**config.mk**
```make
export PLATFORM = sky130hd
export DESIGN_NAME = vdp18_spr_slot_ctrl
export DESIGN_NICKNAME = d
export VERILOG_FILES = /design/src/rtl/vdp18_spr_slot_ctrl.sv
export SDC_FILE = /design/constraint.sdc
export NUM_CORES = 1
export LEC_CHECK = 0
export CORE_MARGIN = 8
export CORE_UTILIZATION = 50
export CTS_CLUSTER_DIAMETER = 200
export DETAILED_ROUTE_END_ITERATION = 16
export PLACE_DENSITY_LB_ADDON = 0.15
export RECOVER_POWER = 100
export SETUP_SLACK_MARGIN = 0.1
export SLEW_MARGIN = 20
export SYNTH_ARGS = -nofsm -noshare
export SYNTH_HDL_FRONTEND = slang
export SYNTH_SLANG_ARGS = --single-unit
```
**constraint.sdc**
```tcl
create_clock -name clk_i -period 2.15 [get_ports clk_i]
set_input_delay 0.215 -clock clk_i [delete_from_list [all_inputs] [get_ports clk_i]]
set_output_delay 0.215 -clock clk_i [all_outputs]
set_load 0.01 [all_outputs]
```
**src/rtl/vdp18_spr_slot_ctrl.sv**
```systemverilog
// rtl/vdp18_spr_slot_ctrl.sv - VDP18 per-scanline sprite slot sequencer
//
// Purpose: holds up to four sprite descriptors loaded during horizontal
// blanking, then serialises each pattern against the pixel counter. It drives
// the spr0..spr3 colour inputs of the colour mux (slot 0 = highest priority)
// and flags sprite collisions.
//
// Optional feature macro: VDP18_SPR_COLL_EN
//   defined   -> sticky collision flag with clear input
//   undefined -> coll_o tied low, coll_clr_i ignored, no collision logic
//
// Ports:
//   clk_i, reset_n_i        clock, asynchronous active-low reset
//   clk_en_5m37_i           pixel clock enable; all state advances on it
//   line_start_i            start-of-line pulse (qualified by the enable)
//   hor_active_i            horizontal active display window
//   reg_size_i, reg_mag_i   8/16-pixel sprites, 2x magnification
//   slot_load_i, slot_idx_i descriptor load strobe (sampled every clk_i edge)
//   slot_x_i/col_i/pat_i    descriptor contents
//   sprN_col_o              registered per-slot pixel colour, 0 = transparent
//   coll_o, coll_clr_i      sticky collision flag and its clear
//   busy_o                  any slot ARMED or SHIFT
module vdp18_spr_slot_ctrl #(
  parameter int num_px_g = 256,
  parameter int x_w_g    = 9
) (
  input  logic             clk_i,
  input  logic             reset_n_i,
  input  logic             clk_en_5m37_i,
  input  logic             line_start_i,
  input  logic             hor_active_i,
  input  logic             reg_size_i,
  input  logic             reg_mag_i,
  input  logic             slot_load_i,
  input  logic [1:0]       slot_idx_i,
  input  logic [x_w_g-1:0] slot_x_i,
  input  logic [3:0]       slot_col_i,
  input  logic [15:0]      slot_pat_i,
  output logic [3:0]       spr0_col_o,
  output logic [3:0]       spr1_col_o,
  output logic [3:0]       spr2_col_o,
  output logic [3:0]       spr3_col_o,
  output logic             coll_o,
  input  logic             coll_clr_i,
  output logic             busy_o
);

  typedef enum logic [1:0] {ST_IDLE, ST_ARMED, ST_SHIFT, ST_DONE} slot_st_t;

  localparam logic [x_w_g-1:0] num_px_c = x_w_g'(num_px_g);

  logic [x_w_g-1:0] px_q, px_d;
  slot_st_t         st_q  [4];
  slot_st_t         st_d  [4];
  logic [x_w_g-1:0] x_q   [4];
  logic [x_w_g-1:0] x_d   [4];
  logic [3:0]       col_q [4];
  logic [3:0]       col_d [4];
  logic [15:0]      pat_q [4];
  logic [15:0]      pat_d [4];
  logic [4:0]       cnt_q [4];
  logic [4:0]       cnt_d [4];
  logic [3:0]       out_q [4];
  logic [3:0]       out_d [4];
  logic             busy_q, busy_d;

  logic [3:0] pix;       // per-slot pattern bit emitted on this enable
  logic [4:0] last_idx;  // index of the final pixel: 7, 15 or 31
  logic [3:0] bit_idx;
  logic       step;      // enable inside the active window
  logic       vis;       // step on a pixel that is actually displayed

  always_comb begin
    px_d     = px_q;
    pix      = '0;
    busy_d   = 1'b0;
    bit_idx  = '0;
    step     = clk_en_5m37_i & hor_active_i;
    vis      = step & (px_q < num_px_c);
    last_idx = {reg_size_i & reg_mag_i, reg_size_i | reg_mag_i, 3'b111};

    if (clk_en_5m37_i) begin
      if (line_start_i) px_d = '0;
      else if (vis)     px_d = px_q + 1'b1;
    end

    for (int i = 0; i < 4; i++) begin
      st_d[i]  = st_q[i];
      x_d[i]   = x_q[i];
      col_d[i] = col_q[i];
      pat_d[i] = pat_q[i];
      cnt_d[i] = cnt_q[i];
      out_d[i] = out_q[i];
      // With magnification each pattern bit covers two pixels.
      bit_idx  = reg_mag_i ? cnt_q[i][4:1] : cnt_q[i][3:0];

      if (clk_en_5m37_i) begin
        if (line_start_i) begin
          st_d[i] = ST_IDLE;
        end else begin
          case (st_q[i])
            ST_ARMED: begin
              // The trigger enable already emits the first pixel so the
              // output lags the pixel counter by exactly one enable.
              if (vis && (px_q == x_q[i])) begin
                pix[i]   = pat_q[i][15];
                st_d[i]  = ST_SHIFT;
                cnt_d[i] = 5'd1;
              end
            end
            ST_SHIFT: begin
              if (step) begin
                // Past the last active pixel the shift keeps running but
                // nothing is shown.
                pix[i] = vis & pat_q[i][4'd15 - bit_idx];
                if (cnt_q[i] == last_idx) st_d[i] = ST_DONE;
                else                      cnt_d[i] = cnt_q[i] + 5'd1;
              end
            end
            default: ;
          endcase
        end
      end

      // Load wins over line start and aborts any shift in progress.
      if (slot_load_i && (slot_idx_i == 2'(i))) begin
        st_d[i]  = ST_ARMED;
        x_d[i]   = slot_x_i;
        col_d[i] = slot_col_i;
        pat_d[i] = slot_pat_i;
        cnt_d[i] = '0;
        pix[i]   = 1'b0;
      end

      if (clk_en_5m37_i) out_d[i] = pix[i] ? col_q[i] : 4'h0;

      busy_d = busy_d | (st_d[i] == ST_ARMED) | (st_d[i] == ST_SHIFT);
    end
  end

  always_ff @(posedge clk_i or negedge reset_n_i) begin
    if (!reset_n_i) begin
      px_q   <= '0;
      busy_q <= 1'b0;
      for (int i = 0; i < 4; i++) begin
        st_q[i]  <= ST_IDLE;
        x_q[i]   <= '0;
        col_q[i] <= '0;
        pat_q[i] <= '0;
        cnt_q[i] <= '0;
        out_q[i] <= '0;
      end
    end else begin
      px_q   <= px_d;
      busy_q <= busy_d;
      for (int i = 0; i < 4; i++) begin
        st_q[i]  <= st_d[i];
        x_q[i]   <= x_d[i];
        col_q[i] <= col_d[i];
        pat_q[i] <= pat_d[i];
        cnt_q[i] <= cnt_d[i];
        out_q[i] <= out_d[i];
      end
    end
  end

  assign spr0_col_o = out_q[0];
  assign spr1_col_o = out_q[1];
  assign spr2_col_o = out_q[2];
  assign spr3_col_o = out_q[3];
  assign busy_o     = busy_q;

`ifdef VDP18_SPR_COLL_EN
  logic coll_q, coll_d, coll_hit;

  always_comb begin
    // Two or more opaque slot pixels on the same enable.
    coll_hit = (pix[0] & pix[1]) | (pix[0] & pix[2]) | (pix[0] & pix[3]) |
               (pix[1] & pix[2]) | (pix[1] & pix[3]) | (pix[2] & pix[3]);
    coll_d = coll_q;
    if (coll_clr_i)                   coll_d = 1'b0;
    if (clk_en_5m37_i && coll_hit)    coll_d = 1'b1;
  end

  always_ff @(posedge clk_i or negedge reset_n_i) begin
    if (!reset_n_i) coll_q <= 1'b0;
    else            coll_q <= coll_d;
  end

  assign coll_o = coll_q;
`else
  logic unused_coll_clr;
  assign unused_coll_clr = coll_clr_i;
  assign coll_o          = 1'b0;
`endif

endmodule

```
==> results.cfg, run 1 <==
[status]
status = finished with violations
violations = setup timing

[synth]
netlist_area_um2 = 8890
synth_top_cell_by_area = dfrtp_1
synth_fa_ha_area_frac = 0.0239
synth_top_area_share = 0.478
muxShareOfSynthArea = 0.116
syn_area_per_cell_um2 = 9.51
synth_edf_count = 0
synth_top_family_by_area = simple AND/OR/NAND/NOR gates
syn_nets = 992
synth-main-ff-cell = dfrtp_1
ys_ff_latch = 170
seq_area_frac_synth = 0.478
ys_types = 65
synth_warnings = 0
synth_compound_area_frac = 0.0848
synthSimpleGateAreaFrac = 0.219
synth-xor-area-share = 0.0422
syn-instance-count = 935
synth_area_leaders = dfrtp_1 (48%), nand2_1 (12%), mux2i_1 (5.5%)
async_reset_ff_frac = 1.00

[worst_hold_path]
min_from = slot_x_i[5]
hold_class = input port to flop

[sta]
setup_slack_ps = -265
whs_ps = 417
report.final.slew_viol_count = 0
period_share = 1.12
maxClockFrequency_mhz = 414
setup_viol_count_final = 23
finalCriticalPeriod_ps = 2420
relSlewSlack = 0.0388
setup_tns_ps = -3330
worst_pin_slew_ps = 1440
skew_ps = 9.60
final_hold_viol_count = 0
rsz0062_at_grt = true

[clock_tree]
htree_levels = 4
clk_latency_ps = 420
clock_sinks = 170
cts_tree = yes
cts.path.max_buffers = 2
root_buffer = clkbuf_16
cts.clk_slew.worst_paths_ps = 70
cts_buffers = 17

[floorplanning]
die-area_um2 = 22300
core_um2 = 17400
start_util = 0.512
ios = 58
die_h_um = 149
die_x_um = 149
rows = 48

[placed_design]
hpwl_mm = 16.7
io_buffers = 55
postPlaceCellArea_um2 = 10500
place_congestion = 0.906

[layout]
drive_above_1_share = 0.226
antennaDiodeCount = 0
post-route-cell-area_um2 = 11400
area_growth_pct = 27.8
nets = 1133

[critical_path]
worstSetupStartpoint = px_q[8]
critPathCaptureType = flop
crit_arrival_ps = 2760
crit_fanout = 5
worst-r2r-setup-slack_ps = -270
path_class = flop to flop
startpoint_type = flop
crit_required_ps = 2500
timing.rr.start = px_q[8]

[detailed_routing]
drc = 0
wire_per_inst_um = 17.8
dr_total_vias = 7300
drt_iter0_markers = 498
drt_wl_total_mm = 23.4
vias_per_cell = 5.56
drtPass1Iterations = 5
ant_nets = 0

[power]
power.leakage_nw = 5.41
p_per_area_nw_per_um2 = 790
vdd_drop_max_v = 0.000569

[grt]
antenna_found_initial = 0
grt_pass1_wl_mm = 38.2
grt_pass1_vias = 7222
grt_usage = 0.217
grt_max_degree = 61
grt_overflow = 0

[flow_run]
drv_cap = 0
-- state kept, by name, indices dropped and copies added (netlist names) --
| name | count |
|---|---|
| busy_o | 1 |
| cnt_q | 20 |
| col_q | 16 |
| pat_q | 64 |
| px_q | 9 |
| spr0_col_o | 4 |
| spr1_col_o | 4 |
| spr2_col_o | 4 |
| spr3_col_o | 4 |
| st_q | 8 |
| x_q | 36 |
-- cell families after synthesis --
group	count (synthesis)
xor gates and xnor gates	42
adders and majority gates	17
other	1
buffers and inverters	72
muxes	89
and+or+nand+nor	437
DFF	170
AOI/OAI and AO/OA	107
-- placed cells by master, fill, tap and decap left out, types with 9 or more instances in the layout --
cell,Yosys,routed
nand2_1,293,289
dfrtp_1,170,166
buf_4,2,103
mux2i_1,49,42
clkdlybuf4s50_1,0,35
nor2_1,34,32
mux2_2,32,30
nand3_1,28,27
xnor2_1,33,25
a21oi_1,25,23
dlygate4sd3_1,0,19
nand4_1,17,17
ha_1,17,17
clkbuf_16,0,17
a22o_1,16,16
inv_1,14,14
a31oi_1,10,9
xnor2_2,1,9
nand2b_1,10,9
-- metal layers --
layer  GRT usage  vias to the layer above  part of all wire
met2       0.346                      193              0.47
met1       0.291                     3588              0.46
li1            -                     3485                 -
met4      0.0717                        0             0.027
met3      0.0425                       34             0.044
met5           0                        -                 0
-- cells in the mapped netlist (all sizes together) (8+ instances only) --
cell type  number
nand2         294
dfrtp         170
mux2i          49
clkbuf         41
nor2           34
xnor2          34
mux2           32
nand3          28
a21oi          26
buf            17
ha             17
nand4          17
a22o           16
inv            14
o21ai          11
a31oi          10
nand2b         10
mux4            8
xor2            8
-- worst paths after layout --
check,cells after the start,to
worst min register to register,2,pat_q[3]
max in group asynchronous,3,cnt_q[17]
worst max-delay path,8,cnt_q[14]
worst min-delay path,3,x_q[14]
worst max register to register,8,cnt_q[14]
min in group asynchronous,2,pat_q[5]
-- metrics by stage --
| stage | utilization | setup slack [ps] | power (W) | cells |
|---|---|---|---|---|
| after floorplan | - | -60.1 | 0.00501 | 935 |
| after global placement | 0.606 | -505 | 0.00567 | 1273 |
| after detailed placement | 0.606 | -592 | 0.00572 | 1273 |
| after CTS | 0.650 | -289 | 0.00897 | 1311 |
| after global routing | 0.655 | -375 | 0.00941 | 1314 |
| final | 0.655 | -265 | 0.00898 | 1314 |
-- power by group --
| part | internal, W | total [W] | switching [W] | leakage (nW) |
|---|---|---|---|---|
| combinational | 0.000937 | 0.00184 | 0.000906 | 2.94 |
| sequential | 0.00363 | 0.00395 | 0.000321 | 2.16 |
| clock | 0.00185 | 0.00318 | 0.00133 | 0.305 |
| total | 0.00642 | 0.00898 | 0.00256 | 5.41 |
-- what timing repair did --
item / CTS / global route
resized for setup: 25 / 27
endpoints found under the hold margin: 52 / 0
gates cloned: 1 / 0
pin swaps: 13 / 10
buffers inserted: 4 / 3
setup endpoints to repair: 40 / 43
hold buffers: 1 / 0
-- worst max-delay path, cell delays in order, from the launching register on --
cell and delay, ps:
dfrtp_1 440, and3b_2 280, buf_12 120, nand4_1 90
or4_4 580, a21oi_4 170, nand2_4 70, or4b_1 460
a31oi_1 130
-- final cells by class --
type / instances / area [um^2]
inverters: 14 / 52.6
fillers: 1438 / 5990
clock buffers: 17 / 425
multi-input cells: 693 / 4620
flip-flops and latches: 170 / 4260
clock inverters: 15 / 186
repair buffers: 180 / 1540
well taps: 225 / 282
(Power assumes the default switching activity.)
==> inputs of run 2 (changes only) <==
- clock period: 2.15 -> 2.85 ns (I/O delays scaled with it)
==> run 2 against run 1 <==
Compared with the run above:
- the run ends with capacitance limit, slew limit left
- global-route usage fell by 1.3 points
- critical path depth stayed put
- non-clock buffer count is 83 lower
- first-iteration DRC count fell by 15%
- largest cell class unchanged
- setup slack improved by 480 ps
- final area shrank 8.6%
- final cell count is 6.3% lower
- clock-buffer cell count stayed put
==> results.cfg, run 2 (synthesized netlist as in run 1, its figures left out) <==
[status]
status = finished with violations
violations = capacitance limit, slew limit

[grt]
grt_max_degree = 80
grt_usage = 0.204
antenna_found_initial = 0
grt_overflow = 0
grt_pass1_vias = 6718
grt_pass1_wl_mm = 35.6

[sta]
period_share = 0.925
maxClockFrequency_mhz = 379
setup_viol_count_final = 0
worst_pin_slew_ps = 1960
report.final.slew_viol_count = 109
setup_tns_ps = 0
relSlewSlack = -0.309
finalCriticalPeriod_ps = 2640
final_hold_viol_count = 0
rsz0062_at_grt = false
skew_ps = 22.2

[detailed_routing]
wire_per_inst_um = 17.8
drc = 0
vias_per_cell = 5.55
ant_nets = 0
drt_wl_total_mm = 21.9
dr_total_vias = 6828
drtPass1Iterations = 5
drt_iter0_markers = 425

[layout]
area_growth_pct = 16.9
top_register = pat_q
reg_top3 = pat_q: 64 flops, x_q: 36 flops, cnt_q: 20 flops
post-route-util = 0.599
nets = 1050
largest_reg_flops = 64
antennaDiodeCount = 0
drive_above_1_share = 0.113
final_common_cell = nand2_1
finalNonFillerCells = 1231
final_cell_mix = nand2_1 (293), dfrtp_1 (170), mux2i_1 (49)
nFillCells = 1513

[critical_path]
startpoint_type = input port
path_class = input port to flop
crit_required_ps = 3150
rr_worst_depth = 7
crit_fanout = 18
crit_arrival_ps = 2930
critPathCaptureType = flop

[worst_hold_path]
hold_class = flop to flop
holdPathStages = 2

[floorplanning]
core_um2 = 17400
die-area_um2 = 22300
ios = 58
die_h_um = 149
start_util = 0.512
rows = 48
die_x_um = 149

[clock_tree]
root_buffer = clkbuf_16
cts_tree = yes
cts.clk_slew.worst_paths_ps = 70
htree_levels = 4
cts_buffers = 17
ctsResizeCount = 0
cts_hold_buf = 1
clk_latency_ps = 440
clock_sinks = 170
cts.path.max_buffers = 2
post-cts-setup-buffer-count = 0

[power]
swShare = 0.293
vdd_drop_max_v = 0.000474
p_clk_frac = 0.375
p_sw_w = 0.00191
internal-power_w = 0.00460
comb_power_share = 0.168
p_per_area_nw_per_um2 = 627
p_seq_frac = 0.457
power.leakage_nw = 4.91
total_power_w = 0.00652

[flow_run]
drv_cap = 2

[placed_design]
io_buffers = 55
hpwl_mm = 15.5
placed_cells = 1198
place_congestion = 0.864
run 2: cell types whose count changed in the layout (fill, tap and decap cells not counted), moves of 5 or more:
| cell | previous run | this run |
|---|---|---|
| xnor2_1 | 25 | 33 |
| buf_6 | 8 | 0 |
| xnor2_2 | 9 | 1 |
| mux2i_2 | 5 | 0 |
| mux2i_1 | 42 | 49 |
| buf_4 | 103 | 30 |
run 2: through the flow:
step                setup WS (ps)  hold slack (ps)  cell area [um^2]
floorplan                     486            -10.6              8890
global route                 74.2              496             10400
CTS                           251              459             10400
detailed placement           15.4              364              9800
global placement             11.0              372              9800
finish                        214              472             10400
run 2: power groups by stage:
stage	clock (W)	combinational (W)	sequential [W]
5_1_grt	0.00258	0.00122	0.00302
6_report	0.00244	0.00109	0.00298
4_1_cts	0.00249	0.00111	0.00298
3_5_place_dp	0	0.00110	0.00302
2_1_floorplan	0	0.000802	0.00293
3_3_place_gp	0	0.00107	0.00301
run 2: final cells by class:
| type | count | area [um^2] | area share |
|---|---|---|---|
| multi-input cells | 693 | 4320 | 0.416 |
| well taps | 225 | 282 | 0.0271 |
| repair buffers | 97 | 860 | 0.0827 |
| inverters | 14 | 52.6 | 0.00506 |
| flip-flops and latches | 170 | 4250 | 0.409 |
| clock buffers | 17 | 425 | 0.0409 |
| clock inverters | 15 | 200 | 0.0193 |
run 2: final timing paths:
kind / start / endpoint / slack (ps)
worst max-delay path: reg_mag_i / busy_o / 210
worst min-delay path: pat_q[0] / pat_q[0] / 470
worst max register to register: px_q[1] / cnt_q[13] / 280
worst min register to register: pat_q[0] / pat_q[0] / 470
max in group asynchronous: reset_n_i / cnt_q[17] / 520
min in group asynchronous: reset_n_i / pat_q[43] / 910
run 2: worst max-delay path, cell delays in order:
cell and delay [ps]:
dlygate4sd3_1 580, buf_12 170, or4_1 520, a2111oi_0 590
nor2_1 120, o41a_1 440, o22ai_1 130, nand4_1 100
run 2: per-layer routing:
layer / global-route usage / up-vias / part of all wire
met1: 0.270 / 3364 / 0.46
met5: 0 / - / 0
met4: 0.0702 / 0 / 0.021
li1: - / 3308 / -
met3: 0.0361 / 36 / 0.030
met2: 0.332 / 120 / 0.49
